[src/rtl/draw_pkg.sv]
// Shared types for the bitmap/font draw command scheduler.
package draw_pkg;

  localparam int CMD_W = 27;

  typedef enum logic [1:0] {
    OP_NOP     = 2'b00,
    OP_ADD_IMG = 2'b01,
    OP_REM_IMG = 2'b10,
    OP_ADD_FNT = 2'b11
  } draw_op_t;

  // Bit layout matches the requester bus: {op, indx, yloc, xloc}
  typedef struct packed {
    draw_op_t    op;
    logic [5:0]  indx;
    logic [8:0]  yloc;
    logic [9:0]  xloc;
  } draw_cmd_t;

  typedef enum logic [1:0] {
    ST_IDLE,
    ST_LAUNCH,
    ST_WAIT_HI,
    ST_WAIT_LO
  } sched_state_t;

endpackage

[src/rtl/draw_cmd_fifo.sv]
// Synchronous command FIFO; head entry is visible on dout whenever not empty.
module draw_cmd_fifo
  import draw_pkg::*;
#(
  parameter int DEPTH = 8
) (
  input  logic                   clk,
  input  logic                   rst_n,
  input  logic                   push,
  input  logic                   pop,
  input  draw_cmd_t              din,
  output draw_cmd_t              dout,
  output logic                   full,
  output logic                   empty,
  output logic [$clog2(DEPTH):0] count
);

  localparam int AW = $clog2(DEPTH);
  localparam logic [AW:0] FULL_CNT = (AW + 1)'(DEPTH);

  draw_cmd_t         mem [DEPTH];
  logic [AW-1:0]     wr_ptr;
  logic [AW-1:0]     rd_ptr;
  logic              do_push;
  logic              do_pop;

  assign full    = (count == FULL_CNT);
  assign empty   = (count == '0);
  assign do_push = push && !full;
  assign do_pop  = pop && !empty;
  assign dout    = mem[rd_ptr];

  // Storage write; contents need no reset because count gates visibility
  always_ff @(posedge clk) begin
    if (do_push) mem[wr_ptr] <= din;
  end

  // Pointers wrap naturally because DEPTH is a power of two
  always_ff @(posedge clk or negedge rst_n) begin
    if (!rst_n) begin
      wr_ptr <= '0;
      rd_ptr <= '0;
      count  <= '0;
    end else begin
      if (do_push) wr_ptr <= wr_ptr + 1'b1;
      if (do_pop)  rd_ptr <= rd_ptr + 1'b1;
      case ({do_push, do_pop})
        2'b10:   count <= count + 1'b1;
        2'b01:   count <= count - 1'b1;
        default: count <= count;
      endcase
    end
  end

endmodule

[src/rtl/bmp_draw_sched.sv]
// Draw command scheduler: round-robin arbitration of two requesters into a
// FIFO, then one-at-a-time issue to the placer with busy handshake.
//
//   state    | meaning
//   ---------+---------------------------------------------------------
//   IDLE     | no command in flight; pops head when placer is idle
//   LAUNCH   | operands loaded; launch pulse registered for next cycle
//   WAIT_HI  | pulse visible; waiting for placer busy (timeout -> lost)
//   WAIT_LO  | placer working; waiting for busy to drop
module bmp_draw_sched
  import draw_pkg::*;
#(
  parameter int DEPTH   = 8,
  parameter int TMO_CYC = 4
) (
  input  logic                   clk,
  input  logic                   rst_n,
  input  logic [1:0]             req_vld,
  output logic [1:0]             req_rdy,
  input  logic [CMD_W-1:0]       req0_cmd,
  input  logic [CMD_W-1:0]       req1_cmd,
  input  logic                   plc_busy,
  output logic                   add_img,
  output logic                   rem_img,
  output logic                   add_fnt,
  output logic [4:0]             image_indx,
  output logic [5:0]             fnt_indx,
  output logic [9:0]             xloc,
  output logic [8:0]             yloc,
  output logic [$clog2(DEPTH):0] fifo_cnt,
  output logic                   sched_idle,
  output logic                   cmd_lost
);

  localparam int TMO_W = (TMO_CYC > 1) ? $clog2(TMO_CYC) : 1;
  localparam logic [TMO_W-1:0] TMO_LAST = TMO_W'(TMO_CYC - 1);

  draw_cmd_t    cmd0;
  draw_cmd_t    cmd1;
  draw_cmd_t    sel_cmd;
  draw_cmd_t    head;
  draw_cmd_t    cmd_q;
  logic [1:0]   grant;
  logic         prio_q;
  logic         xfer;
  logic         push;
  logic         pop;
  logic         fifo_full;
  logic         fifo_empty;
  sched_state_t state_q;
  sched_state_t state_d;
  logic [TMO_W-1:0] tmo_q;
  logic         add_d;
  logic         rem_d;
  logic         fnt_d;
  logic         lost_d;

  assign cmd0 = req0_cmd;
  assign cmd1 = req1_cmd;

  // Arbiter: single requester wins outright, contention goes to prio_q
  always_comb begin
    grant = req_vld;
    if (&req_vld) grant = prio_q ? 2'b10 : 2'b01;
  end

  assign req_rdy = grant & {2{~fifo_full}};
  assign xfer    = |req_rdy;
  assign sel_cmd = req_rdy[1] ? cmd1 : cmd0;
  // NOPs complete the handshake but are never queued
  assign push    = xfer && (sel_cmd.op != OP_NOP);
  assign pop     = (state_q == ST_IDLE) && !fifo_empty && !plc_busy;

  // Priority flips to the loser after every accepted transfer
  always_ff @(posedge clk or negedge rst_n) begin
    if (!rst_n)    prio_q <= 1'b0;
    else if (xfer) prio_q <= req_rdy[0];
  end

  draw_cmd_fifo #(.DEPTH(DEPTH)) u_fifo (
    .clk   (clk),
    .rst_n (rst_n),
    .push  (push),
    .pop   (pop),
    .din   (sel_cmd),
    .dout  (head),
    .full  (fifo_full),
    .empty (fifo_empty),
    .count (fifo_cnt)
  );

  // FSM state register
  always_ff @(posedge clk or negedge rst_n) begin
    if (!rst_n) state_q <= ST_IDLE;
    else        state_q <= state_d;
  end

  // FSM next-state logic
  always_comb begin
    state_d = state_q;
    case (state_q)
      ST_IDLE:    if (pop) state_d = ST_LAUNCH;
      ST_LAUNCH:  state_d = ST_WAIT_HI;
      ST_WAIT_HI: begin
        if (plc_busy)               state_d = ST_WAIT_LO;
        else if (tmo_q == TMO_LAST) state_d = ST_IDLE;
      end
      ST_WAIT_LO: if (!plc_busy) state_d = ST_IDLE;
      default:    state_d = ST_IDLE;
    endcase
  end

  // FSM output decode; results are registered below so pulses are glitch-free
  always_comb begin
    add_d  = (state_q == ST_LAUNCH) && (cmd_q.op == OP_ADD_IMG);
    rem_d  = (state_q == ST_LAUNCH) && (cmd_q.op == OP_REM_IMG);
    fnt_d  = (state_q == ST_LAUNCH) && (cmd_q.op == OP_ADD_FNT);
    lost_d = (state_q == ST_WAIT_HI) && !plc_busy && (tmo_q == TMO_LAST);
  end

  // Busy-rise timeout counter, restarted on every launch
  always_ff @(posedge clk or negedge rst_n) begin
    if (!rst_n)                                 tmo_q <= '0;
    else if (state_q == ST_LAUNCH)              tmo_q <= '0;
    else if (state_q == ST_WAIT_HI && !plc_busy) tmo_q <= tmo_q + 1'b1;
  end

  // Registered launch / lost pulses
  always_ff @(posedge clk or negedge rst_n) begin
    if (!rst_n) begin
      add_img  <= 1'b0;
      rem_img  <= 1'b0;
      add_fnt  <= 1'b0;
      cmd_lost <= 1'b0;
    end else begin
      add_img  <= add_d;
      rem_img  <= rem_d;
      add_fnt  <= fnt_d;
      cmd_lost <= lost_d;
    end
  end

  // Operand register: loaded only on pop, so it is stable while in flight
  always_ff @(posedge clk or negedge rst_n) begin
    if (!rst_n)   cmd_q <= '0;
    else if (pop) cmd_q <= head;
  end

  assign image_indx = cmd_q.indx[4:0];
  assign fnt_indx   = cmd_q.indx;
  assign xloc       = cmd_q.xloc;
  assign yloc       = cmd_q.yloc;
  assign sched_idle = fifo_empty && (state_q == ST_IDLE);

endmodule

[config.mk]
export PLATFORM = sky130hd
export DESIGN_NAME = bmp_draw_sched
export DESIGN_NICKNAME = d
export VERILOG_FILES = /design/src/rtl/draw_pkg.sv /design/src/rtl/draw_cmd_fifo.sv /design/src/rtl/bmp_draw_sched.sv
export SDC_FILE = /design/constraint.sdc
export NUM_CORES = 1
export LEC_CHECK = 0
export BUFFER_PORTS_ARGS = -buffer_cell sky130_fd_sc_hd__clkbuf_2
export CAP_MARGIN = 15
export CORE_MARGIN = 5
export CORE_UTILIZATION = 55
export CTS_CLUSTER_DIAMETER = 100
export DETAILED_ROUTE_END_ITERATION = 8
export PLACE_DENSITY = 0.75
export SLEW_MARGIN = 0
export SYNTH_ARGS = -nofsm -noshare
export SYNTH_HDL_FRONTEND = slang
export SYNTH_SLANG_ARGS = --single-unit
[constraint.sdc]
create_clock -name clk -period 7 [get_ports clk]
set_input_delay 0.35 -clock clk [delete_from_list [all_inputs] [get_ports clk]]
set_output_delay 0.35 -clock clk [all_outputs]
set_load 0.01 [all_outputs]
==> impl_metrics.tcl <==
set metrics [dict create \
    synth_edf_count 216 \
    rsz0062_at_grt "false" \
    grt_util_met1 0.238 \
    io_pins 100 \
    hold_buffers 1 \
    period_needed_ns 3.13 \
    synth_seq_cells 262 \
    worstPathRequired_ns 7.39 \
    p_per_area_nw_per_um2 422 \
    muxShareOfSynthArea 0.171 \
    drt_iter0_drc 324 \
    n_antenna_cell 0 \
    synth_adder_area_share 0.00708 \
    syn_nets 625 \
    dominantRegCellSynth "edfxtp_1" \
    cp.arrival_ns 3.52 \
    die_area_um2 22100 \
    holdPathStages 2 \
    ant_nets 0 \
    wirelength_mm 19.3 \
    setup_slack_ns 3.87 \
    clk_latency_ns 0.51 \
    die_x_um 149 \
    rows 50 \
    cts-htree-levels 1 \
    setup_violations 0 \
    grt_use_met3 0.0252 \
    grt_antenna_before_repair 0 \
    max_cap_violations 0 \
    synth-compound-area-share 0.0223 \
    wl_per_cell_um 20.9 \
    cts.sinks 262 \
    grt_max_degree 59 \
    synthSimpleGateAreaFrac 0.0339 \
    die_h_um 149 \
    worst_setup_path_end_kind "register" \
    cts_root_buf "clkbuf_16" \
    nets 707 \
    synth_top_family_by_area "multiplexers" \
    drt_first_pass_iters 5 \
    via_per_inst 5.53 \
    ys_warn_count 0 \
    synth_cell_types 40 \
    skew_ns 0.00805 \
    cts_buffers 26 \
    reg2reg_depth 10 \
    netlist_top_cells_area "edfxtp_1 61%, mux4_2 11%, dfrtp_1 11%" \
    finalHoldViolations 0 \
    postSynthAreaPerCell_um2 18.9 \
    fin_crit_sh 0.448 \
    clock_path_buffers 3 \
    syn_inst 560 \
    core_um2 18800 \
    peakVddDrop_v 0.000260 \
    grt_pass1_vias 5410 \
    gp_congestion 0.734 \
    holdCritPathClass "in -> reg" \
    yosysSeqAreaShare 0.721 \
    p_leak_uw 0.00434 \
    fmax_ghz 0.319 \
    pre_cts_slack_ns 3.87 \
    synthXorXnorAreaFrac 0.00744 \
    netlist_area_um2 10600 \
    tightest_slew_ns 1.10 \
    cts_tree "done" \
    setup.worst_path.start_class "register" \
    synth_top_area_share 0.612 \
    use_met2 0.316 \
    tns_ns 0 \
    clkTransAtPathRegs_ns 0.06 \
    async_flop_share 0.176 \
    cts_setup_buffers 0 \
    drive_gt1_frac 0.376 \
    grt-busiest-layer "met2" \
    drc 0 \
    cts_resized 0 \
    maxSlewViolCount 0 \
    grt_first_pass_wirelength_mm 30.7 \
    slew_headroom 0.270 \
    place.port_buffers 99 \
    vias 5102 \
    area_growth_pct 13.8 \
    fillers 1323 \
    grt-ovfl-total 0 \
    hpwl_mm 10.6 \
    run_status "completed" \
    start_util 0.563 \
    grt_use_total 0.179 \
    critPathKind "reg -> reg" \
    yosysTopAreaCell "edfxtp_1" \
    cp_max_fo 58 \
]
per-stage QoR:
stage          area (um^2)   util  cells  power (uW)  hold slack, ns
2_1_floorplan        10600      -    560        3430          0.0544
3_3_place_gp         11100  0.592    872        3680           0.444
3_5_place_dp         11100  0.592    872        3750           0.458
4_1_cts              12000  0.639    921        5150          0.0929
5_1_grt              12100  0.640    922        5380           0.122
6_report             12100  0.640    922        5090           0.115
layout by cell type (no fill, tap or decap), types with 13 or more instances in the layout:
| cell | synthesis | layout |
|---|---|---|
| clkbuf_16 | 0 | 27 |
| mux2i_1 | 27 | 27 |
| o21ai_1 | 18 | 18 |
| mux4_2 | 54 | 54 |
| edfxtp_1 | 216 | 216 |
| nand2_1 | 37 | 37 |
| dfrtp_1 | 46 | 43 |
| clkbuf_2 | 1 | 99 |
| mux2_2 | 29 | 29 |
| o21ai_0 | 13 | 13 |
cells by family after synthesis:
group	after synthesis
buf+inv	58
xor+xnor	9
flops	262
fa+ha+maj	6
simple gates	72
mux	110
compound gates	43
Yosys cell counts, drive strengths merged (2+ instances only):
library cell and n:
a21oi 5, buf 50, clkbuf 5, dfrtp 46, edfxtp 216, ha 6, inv 2, mux2 29
mux2i 27, mux4 54, nand2 38, nand2b 5, nand3 4, nor2 6, nor3 8, nor3b 2
nor4 3, o211ai 2, o21ai 31, xnor2 6, xor2 3
sequential cells by signal, summed over array words and instances, names as in the netlist, 3 cells and up:
name,count
xloc,10
u_fifo.count,4
fnt_indx,6
u_fifo.mem,216
yloc,9
u_fifo.rd_ptr,3
u_fifo.wr_ptr,3
worst paths after layout:
path | to | start | slack (ns)
max | u_fifo.count[2] | u_fifo.count[1] | 3.87
min | cmd_lost | plc_busy | 0.11
max reg2reg | u_fifo.count[2] | u_fifo.count[1] | 3.87
min reg2reg | rem_img | cmd_q[25] | 0.46
max in group asynchronous | u_fifo.rd_ptr[0] | rst_n | 6.02
min in group asynchronous | yloc[0] | rst_n | 0.48
where the power goes:
| part | switching (uW) | leakage, uW | internal (uW) | total (uW) |
|---|---|---|---|---|
| clock | 550 | 0.000428 | 832 | 1380 |
| sequential | 205 | 0.00252 | 2090 | 2300 |
| combinational | 748 | 0.00138 | 657 | 1410 |
| total | 1500 | 0.00434 | 3580 | 5090 |
area by class of cell:
class / count / area [um^2] / share of cell area
Inverter: 3 / 12.5 / 0.00104
Multi-Input combinational cell: 240 / 2610 / 0.217
Clock buffer: 31 / 711 / 0.0589
Timing Repair Buffer: 109 / 593 / 0.0492
Clock inverter: 17 / 160 / 0.0133
Sequential cell: 262 / 7640 / 0.634
Tap cell: 260 / 325 / 0.0270
metal layers:
layer	vias to the layer above	part of all wire
li1	2351	-
met3	33	0.054
met2	131	0.52
met5	-	0
met4	0	0.017
met1	2587	0.40
critical path, cell delays in order (launching register included):
cell and delay (ns):
dfrtp_1 0.48, nor4_1 0.41, or4_4 0.59, clkinv_2 0.20, ha_1 0.33, xor2_1 0.18
ha_1 0.19, a21oi_1 0.19, xor2_1 0.20, nor2_1 0.08, xor2_1 0.14
No activity file was read; power rests on OpenSTA's default activity.
